File: src/rtl/arb_mux_pkg.sv
// Shared helpers for the arbitrated multiplexer: index-width sizing and one-hot decode.
// Define ARB_MUX_FIXED_PRIO_EN to build the arbiter as fixed priority instead of round-robin.
package arb_mux_pkg;

    localparam int unsigned MAX_N = 64;

    function automatic int unsigned idx_w(input int unsigned n);
        return (n < 2) ? 1 : $clog2(n);
    endfunction

    function automatic int unsigned onehot_idx(input logic [MAX_N-1:0] v);
        int unsigned r;
        r = 0;
        for (int unsigned i = 0; i < MAX_N; i++) begin
            if (v[i]) r = i;
        end
        return r;
    endfunction

endpackage

File: src/rtl/rr_arbiter.sv
// One-hot arbiter that owns the search pointer; round-robin by default,
// lowest-index-wins when ARB_MUX_FIXED_PRIO_EN is defined.
module rr_arbiter
    import arb_mux_pkg::*;
#(
    parameter int unsigned N = 4,
    localparam int unsigned IW = idx_w(N)
) (
    input  logic          clk,
    input  logic          rst,
    input  logic [N-1:0]  req,
    input  logic          advance,
    output logic [N-1:0]  gnt,
    output logic [IW-1:0] gnt_idx
);

    logic [IW-1:0] ptr;

    always_comb begin
        logic found;
        int unsigned idx;
        gnt   = '0;
        found = 1'b0;
        for (int unsigned k = 0; k < N; k++) begin
            idx = (int'(ptr) + k) % N;
            if (!found && req[idx]) begin
                gnt[idx] = 1'b1;
                found    = 1'b1;
            end
        end
    end

    assign gnt_idx = IW'(onehot_idx(MAX_N'(gnt)));

`ifdef ARB_MUX_FIXED_PRIO_EN
    // Pointer pinned at zero so the search always starts from channel 0.
    always_ff @(posedge clk) begin
        if (rst || advance) ptr <= '0;
    end
`else
    always_ff @(posedge clk) begin
        if (rst) begin
            ptr <= '0;
        end else if (advance && (|req)) begin
            ptr <= (gnt_idx == IW'(N - 1)) ? '0 : gnt_idx + 1'b1;
        end
    end
`endif

endmodule

File: src/rtl/arb_mux.sv
// N-channel arbitrated mux with a one-word registered output and valid/ready on every port.
// Build option: ARB_MUX_FIXED_PRIO_EN selects fixed-priority arbitration.
module arb_mux
    import arb_mux_pkg::*;
#(
    parameter int unsigned WIDTH = 32,
    parameter int unsigned N     = 4
) (
    input  logic                 clk,
    input  logic                 rst,
    input  logic [N*WIDTH-1:0]   in_data,
    input  logic [N-1:0]         in_valid,
    output logic [N-1:0]         in_ready,
    output logic [WIDTH-1:0]     out_data,
    output logic [$clog2(N)-1:0] out_sel,
    output logic                 out_valid,
    input  logic                 out_ready
);

    localparam int unsigned IW = idx_w(N);

    logic          load;
    logic          advance;
    logic [N-1:0]  gnt;
    logic [IW-1:0] gnt_idx;
    logic [WIDTH-1:0] sel_data;

    assign load     = !out_valid || out_ready;
    assign advance  = load && !rst;
    assign in_ready = advance ? gnt : '0;

    rr_arbiter #(.N(N)) u_arb (
        .clk     (clk),
        .rst     (rst),
        .req     (in_valid),
        .advance (advance),
        .gnt     (gnt),
        .gnt_idx (gnt_idx)
    );

    always_comb begin
        sel_data = '0;
        for (int unsigned i = 0; i < N; i++) begin
            if (gnt[i]) sel_data = in_data[i*WIDTH +: WIDTH];
        end
    end

    always_ff @(posedge clk) begin
        if (rst) begin
            out_valid <= 1'b0;
            out_data  <= '0;
            out_sel   <= '0;
        end else if (load) begin
            if (|gnt) begin
                out_valid <= 1'b1;
                out_data  <= sel_data;
                out_sel   <= gnt_idx;
            end else begin
                out_valid <= 1'b0;
            end
        end
    end

endmodule

File: config.mk
export PLATFORM = sky130hd
export DESIGN_NAME = arb_mux
export DESIGN_NICKNAME = d
export VERILOG_FILES = /design/src/rtl/arb_mux_pkg.sv /design/src/rtl/rr_arbiter.sv /design/src/rtl/arb_mux.sv
export SDC_FILE = /design/constraint.sdc
export NUM_CORES = 1
export LEC_CHECK = 0
export CAP_MARGIN = 20
export CORE_AREA = 4 4 101 103
export DETAILED_ROUTE_END_ITERATION = 10
export DIE_AREA = 0 0 105 107
export PLACE_DENSITY = 0.72
export SLEW_MARGIN = 20
export SYNTH_ARGS = -nofsm -noshare
export SYNTH_HDL_FRONTEND = slang
export SYNTH_SLANG_ARGS = --single-unit
File: constraint.sdc
create_clock -name clk -period 13.1 [get_ports clk]
set_clock_uncertainty 0.15 [all_clocks]
set_input_delay 3.93 -clock clk [delete_from_list [all_inputs] [get_ports clk]]
set_output_delay 3.93 -clock clk [all_outputs]
set_load 0.005 [all_outputs]
Word-level counts from Yosys, hierarchy flattened
Index checks and enable logic that the tools add are counted.
{ "totals": {"ff_bits": 37, "latch_bits": 0, "ram_bits": 0, "romBits": 0, "in_bits": 135, "out_inout_bits": 39, "wordCells": 71, "mem_count": 0} }
{ "classes": {"addsub": 4, "mul": 0, "div": 0, "magnitude_cmp": 8, "eq_ne": 1, "n_shift": 0, "muxes": 33, "bitwise_logic": 3, "reduce_logical": 18} }
{ "op_table": {"columns": ["op", "count"], "rows": [
  ["32-bit two-way mux", 4],
  ["4-bit two-way mux", 5],
  ["1-bit two-way mux", 13],
  ["2-bit by 3-bit less-than comparator with 1-bit output (second input constant)", 4],
  ["4-bit OR", 3],
  ["1-bit logical AND", 9],
  ["1-bit binary-select mux with 2-bit select", 4],
  ["1-bit demux with 2-bit select", 4],
  ["2-bit by 1-bit greater-or-equal comparator with 1-bit output (second input constant)", 4],
  ["4-bit OR reduction", 2],
  ["2-bit two-way mux", 3],
  ["1-bit logical NOT", 5],
  ["2-bit by 1-bit adder with 2-bit output (second input constant)", 2],
  ["2-bit adder (second input constant)", 2],
  ["2-bit equality test (second input constant)", 1],
  ["2-bit AND reduction", 1],
  ["1-bit logical OR", 1]
]} }

Longest topological paths before layout
{ "logic_depth": {"ltp_word": 17, "mapped_depth": 13, "depth_no_buf": 9} }

Hierarchy
A second synthesis with hierarchy kept.
{ "hier_totals": {"cells_unflattened": 262, "hier_area_um2": 2312.2} }
{ "by_module_without_submodules": {"columns": ["module", "n_inst", "cells_per_inst", "area_each_um2", "seq_area_each_um2"], "rows": [
  ["arb_mux", 1, 214, 1866.8, 700.7],
  ["rr_arbiter", 1, 48, 445.4, 40.0]
]} }

Worst setup path before layout
No wires, ideal clock.
{ "synth_path": {"path_kind": "input to output", "from": "input port in_valid[3]", "to": "output port in_ready[2]", "t_arrival_ns": 5.624, "t_required_ns": 9.020, "setup_slack_ns": 3.396, "cell_stages": 7, "path_buffers": 3, "cell_sequence": "mux4_2 > buf_6 > nor4b_4 > a221o_4 > buf_8 > buf_8 > and2_1"} }
{ "synth_between": {"elab_chain_len": 13, "elab_cells_between_ends": 25, "cone_classes": "16 x mux; 3 x bitwise; 6 x reduce/logical"} }
{ "synth_lines": {"columns": ["element", "line", "source"], "rows": [
  ["start, declared", "arb_mux.sv:12", "input logic [N-1:0] in_valid,"],
  ["1-bit binary-select mux with 2-bit select", "rr_arbiter.sv:26", "if (!found && req[idx]) begin"],
  ["1-bit two-way mux (implied by the code)", "rr_arbiter.sv:26", null],
  ["1-bit two-way mux", "rr_arbiter.sv:26", null],
  ["1-bit logical NOT", "rr_arbiter.sv:26", null],
  ["1-bit logical AND", "rr_arbiter.sv:26", null],
  ["1-bit two-way mux", "rr_arbiter.sv:26", null],
  ["1-bit logical NOT", "rr_arbiter.sv:26", null],
  ["1-bit logical AND", "rr_arbiter.sv:26", null],
  ["1-bit two-way mux", "rr_arbiter.sv:26", null],
  ["1-bit logical NOT", "rr_arbiter.sv:26", null],
  ["1-bit logical AND", "rr_arbiter.sv:26", null],
  ["4-bit two-way mux (*)", "rr_arbiter.sv:26", null],
  ["4-bit two-way mux (*)", "arb_mux.sv:30", "assign in_ready = advance ? gnt : '0;"],
  ["end, declared", "arb_mux.sv:13", "output logic [N-1:0] in_ready,"]
]} }
Every way passes the cells marked *; elsewhere a longest branch is shown, timed or not. The select of a mux whose other input is x is not followed.

Worst setup path in the final report
Ends and elaborated chain as after synthesis.

==> flow_summary.html <==
<table>
<tr><th>Metric</th><th>Value</th></tr>
<tr><th colspan="2">Layout</th></tr>
<tr><td>Fin nets</td><td>around 600</td></tr>
<tr><td>FF/Latch Area</td><td>741 um^2</td></tr>
<tr><td># diodes</td><td>0</td></tr>
<tr><td>Filler Cell Count</td><td>~820</td></tr>
<tr><td>Combined area of the multi-input logic cells</td><td>roughly 0.0020 mm^2</td></tr>
<tr><td>Final non-filler cell area</td><td>0.00478 mm^2</td></tr>
<tr><td>Share of layout cells above drive strength 1</td><td>0.170</td></tr>
<tr><td>Synth-to-Final Area Change</td><td>59.7%</td></tr>
<tr><th colspan="2">Logic synthesis</th></tr>
<tr><td>Yosys top cell area share</td><td>0.247</td></tr>
<tr><td>Cells after Synth</td><td>289</td></tr>
<tr><td>Yosys Warn Count</td><td>0</td></tr>
<tr><td>Post-Synthesis Net Count</td><td>roughly 430</td></tr>
<tr><td>Fraction of registers with async set/reset</td><td>0</td></tr>
<tr><td>Number of different library cells in the post-synthesis netlist</td><td>31</td></tr>
<tr><td>Most used flip-flop cell after synthesis</td><td>dfxtp_1</td></tr>
<tr><td>Syn avg cell area</td><td>10.4 um^2</td></tr>
<tr><td>Share of synthesized area occupied by flip-flops and latches</td><td>0.247</td></tr>
<tr><td>Post-synthesis cell type with the largest combined area</td><td>dfxtp_1</td></tr>
<tr><td>Most numerous cell types in the synthesized netlist</td><td>dfxtp_1, nor2_1, nand3b_1</td></tr>
<tr><td>Cell area after technology mapping</td><td>between 0.002 and 0.003 mm^2</td></tr>
<tr><td>Leading post-synthesis cells by cell area</td><td>dfxtp_1, a221oi_2, o41ai_2</td></tr>
<tr><td>Number of enable flip-flop cells after synthesis</td><td>0</td></tr>
<tr><td>Synthesis-stage register bit count</td><td>37</td></tr>
<tr><th colspan="2">Pwr</th></tr>
<tr><td>Overall power after layout</td><td>1.11 mW</td></tr>
<tr><td>Lkg Pwr</td><td>1.95 nW</td></tr>
<tr><td>Largest voltage drop on the vdd net</td><td>around 0.00017 V</td></tr>
<tr><td>Areal power density over the cells</td><td>231 mW/mm^2</td></tr>
<tr><th colspan="2">STA</th></tr>
<tr><td>Pins over their slew limit</td><td>0</td></tr>
<tr><td>Final-report hold violation count</td><td>0</td></tr>
<tr><td>WHS</td><td>~0.3 ns</td></tr>
<tr><td>Number of setup violations in the final report</td><td>0</td></tr>
<tr><td>Clock period minus final worst setup slack</td><td>approximately 11 ns</td></tr>
<tr><td>Highest attainable clock frequency</td><td>90.8 MHz</td></tr>
<tr><td>Setup repair after global routing missed its margin</td><td>false</td></tr>
<tr><td>Sum of negative setup slack</td><td>0 ns</td></tr>
<tr><td>Actual transition at the worst max-transition pin</td><td>0.885 ns</td></tr>
<tr><td>Share of the cycle needed by the critical path after routing</td><td>0.841</td></tr>
<tr><td>Worst slew margin</td><td>0.408</td></tr>
<tr><td>Worst path setup slack after routing</td><td>2.09 ns</td></tr>
<tr><th colspan="2">CTS</th></tr>
<tr><td>TritonCTS clock tree</td><td>yes</td></tr>
<tr><td>Number of clock sinks seen by CTS</td><td>37</td></tr>
<tr><td>Quantity of gates resized following cts</td><td>0</td></tr>
<tr><td>Number of post-CTS setup repair buffers</td><td>0</td></tr>
<tr><td>Clock latency on the worst-skew pair</td><td>roughly 0.28 ns</td></tr>
<tr><td>Clock buffers created by TritonCTS</td><td>5</td></tr>
<tr><td>Clock-pin slew reported for the worst setup and hold paths after clock tree synthesis</td><td>0.07 ns</td></tr>
<tr><td>H-tree depth</td><td>2</td></tr>
<tr><td>CTS Root Buffer Type</td><td>clkbuf_8</td></tr>
<tr><td>Buffer levels on the longest clock path</td><td>2</td></tr>
<tr><td>Quantity of hold-fixing buffers added after cts</td><td>0</td></tr>
<tr><th colspan="2">Place</th></tr>
<tr><td>Placement-stage cell area</td><td>0.00469 mm^2</td></tr>
<tr><td>Setup slack at placement</td><td>2.09 ns</td></tr>
<tr><td>Sum of net half-perimeters after detailed placement</td><td>about 7700 um</td></tr>
<tr><td>Routability congestion estimate</td><td>0.796</td></tr>
<tr><td>Port buffer count</td><td>173</td></tr>
<tr><th colspan="2">Routing</th></tr>
<tr><td>Via count</td><td>3046</td></tr>
<tr><td>Via count normalized by instance count</td><td>5.52</td></tr>
<tr><td>TritonRoute pass-1 iters</td><td>4</td></tr>
<tr><td>DRC violation count after routing</td><td>0</td></tr>
<tr><td>Post-detailed-route count of antenna-violating nets</td><td>0</td></tr>
<tr><td>Average detailed-routed wire length per instance</td><td>18.7 um</td></tr>
<tr><td>Starting DRT DRC Count</td><td>around 90</td></tr>
<tr><td>Total wirelength of the detailed-routed design</td><td>10300 um</td></tr>
<tr><th colspan="2">Critical path</th></tr>
<tr><td>Largest stage delay on the critical path</td><td>0.62 ns</td></tr>
<tr><td>Arrival time reported for the critical path endpoint</td><td>6.93 ns</td></tr>
<tr><td>Critical path class</td><td>in2out</td></tr>
<tr><td>Required time at the worst-slack endpoint</td><td>9.02 ns</td></tr>
<tr><td>Maximum net fanout on the critical path</td><td>39</td></tr>
<tr><td>Kind of start point of the critical path</td><td>input pin</td></tr>
<tr><td>Dominant cell type by count on the critical path</td><td>clkdlybuf4s50_1</td></tr>
<tr><td>Worst path cell trace</td><td>clkdlybuf4s50_1, mux4_2, nor4b_4, a221o_4, and2_1, clkdlybuf4s50_1</td></tr>
<tr><td>CP Capture Type</td><td>output pin</td></tr>
<tr><td>Worst-path cell with the longest stage delay</td><td>mux4_2</td></tr>
<tr><th colspan="2">Die</th></tr>
<tr><td>Floorplan die height</td><td>107 um</td></tr>
<tr><td>Floorplan core area</td><td>0.00920 mm^2</td></tr>
<tr><td>Area of the die</td><td>0.0112 mm^2</td></tr>
<tr><td>Die X</td><td>105 um</td></tr>
<tr><td>Number of rows created at floorplan</td><td>35</td></tr>
<tr><td>Effective utilization at floorplan</td><td>0.325</td></tr>
<tr><td>Top-level port count</td><td>174</td></tr>
<tr><th colspan="2">Global route</th></tr>
<tr><td>Global-route usage over all layers</td><td>0.173</td></tr>
<tr><td>Initial antenna violation count</td><td>0</td></tr>
<tr><td>Grt total ovfl</td><td>0</td></tr>
<tr><td>Largest net degree at the start of global routing</td><td>71</td></tr>
<tr><td>Global-route wire length before repair</td><td>15900 um</td></tr>
<tr><td>Number of global-route vias before repair</td><td>3232</td></tr>
<tr><th colspan="2">Flow run</th></tr>
<tr><td>Number of max-capacitance violations reported</td><td>0</td></tr>
<tr><th colspan="2">Hold path</th></tr>
<tr><td>Path type of the worst min-delay path</td><td>reg2reg</td></tr>
<tr><th colspan="2">Run status</th></tr>
<tr><td>Outcome</td><td>finished, final reports clean</td></tr>
</table>
## cells in the final DEF, fill, tap and decap left out
cell type / instances
a221o_1: 3
a221oi_4: 1
clkbuf_1: 1
a41oi_1: 1
nor3_4: 1
o41ai_4: 1
o21ai_0: 6
mux4_2: 4
inv_1: 3
nand3b_1: 33
buf_4: 6
a221oi_2: 31
or3_1: 1
dfxtp_1: 37
nand2_1: 10
and2_1: 1
a21o_1: 32
nor2_1: 37
o41ai_2: 20
nor3b_2: 1
nand2b_1: 2
o41ai_1: 13
a221o_4: 1
ha_1: 7
a221oi_1: 3
buf_2: 1
nor4b_4: 1
mux2i_1: 1
o21ai_1: 1
clkbuf_8: 6
clkdlybuf4s50_1: 172
nor2_4: 1
a21oi_1: 2
## logic make-up after synthesis
family | after synthesis | share of synthesized area
AO/OA/AOI/OAI | 115 | 0.437
adder cells (fa/ha/maj) | 7 | 0.0293
flip-flops | 37 | 0.247
multiplexers | 5 | 0.0334
buffers and inverters | 37 | 0.0815
AND/OR/NAND/NOR | 88 | 0.171
## sequential cells by signal, indices dropped and copies added, names as in the netlist
signal / count
out_data: 32
out_sel: 2
out_valid: 1
u_arb.ptr: 2
## area by class of cell
type,count,area share
Clock buffer,7,0.0181
Inverter,3,0.00236
Multi-Input combinational cell,215,0.425
Sequential cell,37,0.155
Tap cell,111,0.0291
Timing Repair Buffer,179,0.371
## metal layers
layer	vias to the layer above	share of wire	global-route usage
met5	-	0	0
met4	0	0.016	0.0534
met3	12	0.077	0.0536
met2	128	0.50	0.318
met1	1453	0.40	0.191
li1	1453	-	-
## stage by stage
stage	std cells	utilization
2_1_floorplan	289	-
3_3_place_gp	545	0.510
3_5_place_dp	545	0.510
4_1_cts	552	0.520
5_1_grt	552	0.520
6_report	552	0.520
## report_power, final
part | internal (mW) | switching (mW)
Sequential | 0.145 | 0.0209
Clock | 0.0418 | 0.0388
Combinational | 0.378 | 0.481
Total | 0.565 | 0.540
## worst max-delay path, delay by kind of cell
family	cells	cell delay (ns)
buffers and inverters	2	0.97
and+or+nand+nor	2	0.80
muxes	1	0.62
AOI/OAI and AO/OA	1	0.60
## worst paths after layout
check / from / to / slack [ns] / cells past startpoint
setup reg to reg: u_arb.ptr[0] / out_data[29] / 8.55 / 10
hold reg to reg: out_sel[1] / out_sel[1] / 0.31 / 2
hold / removal: out_sel[1] / out_sel[1] / 0.31 / 2
setup / recovery: in_valid[3] / in_ready[2] / 2.09 / 6
No activity file was read; power rests on OpenSTA's default activity.
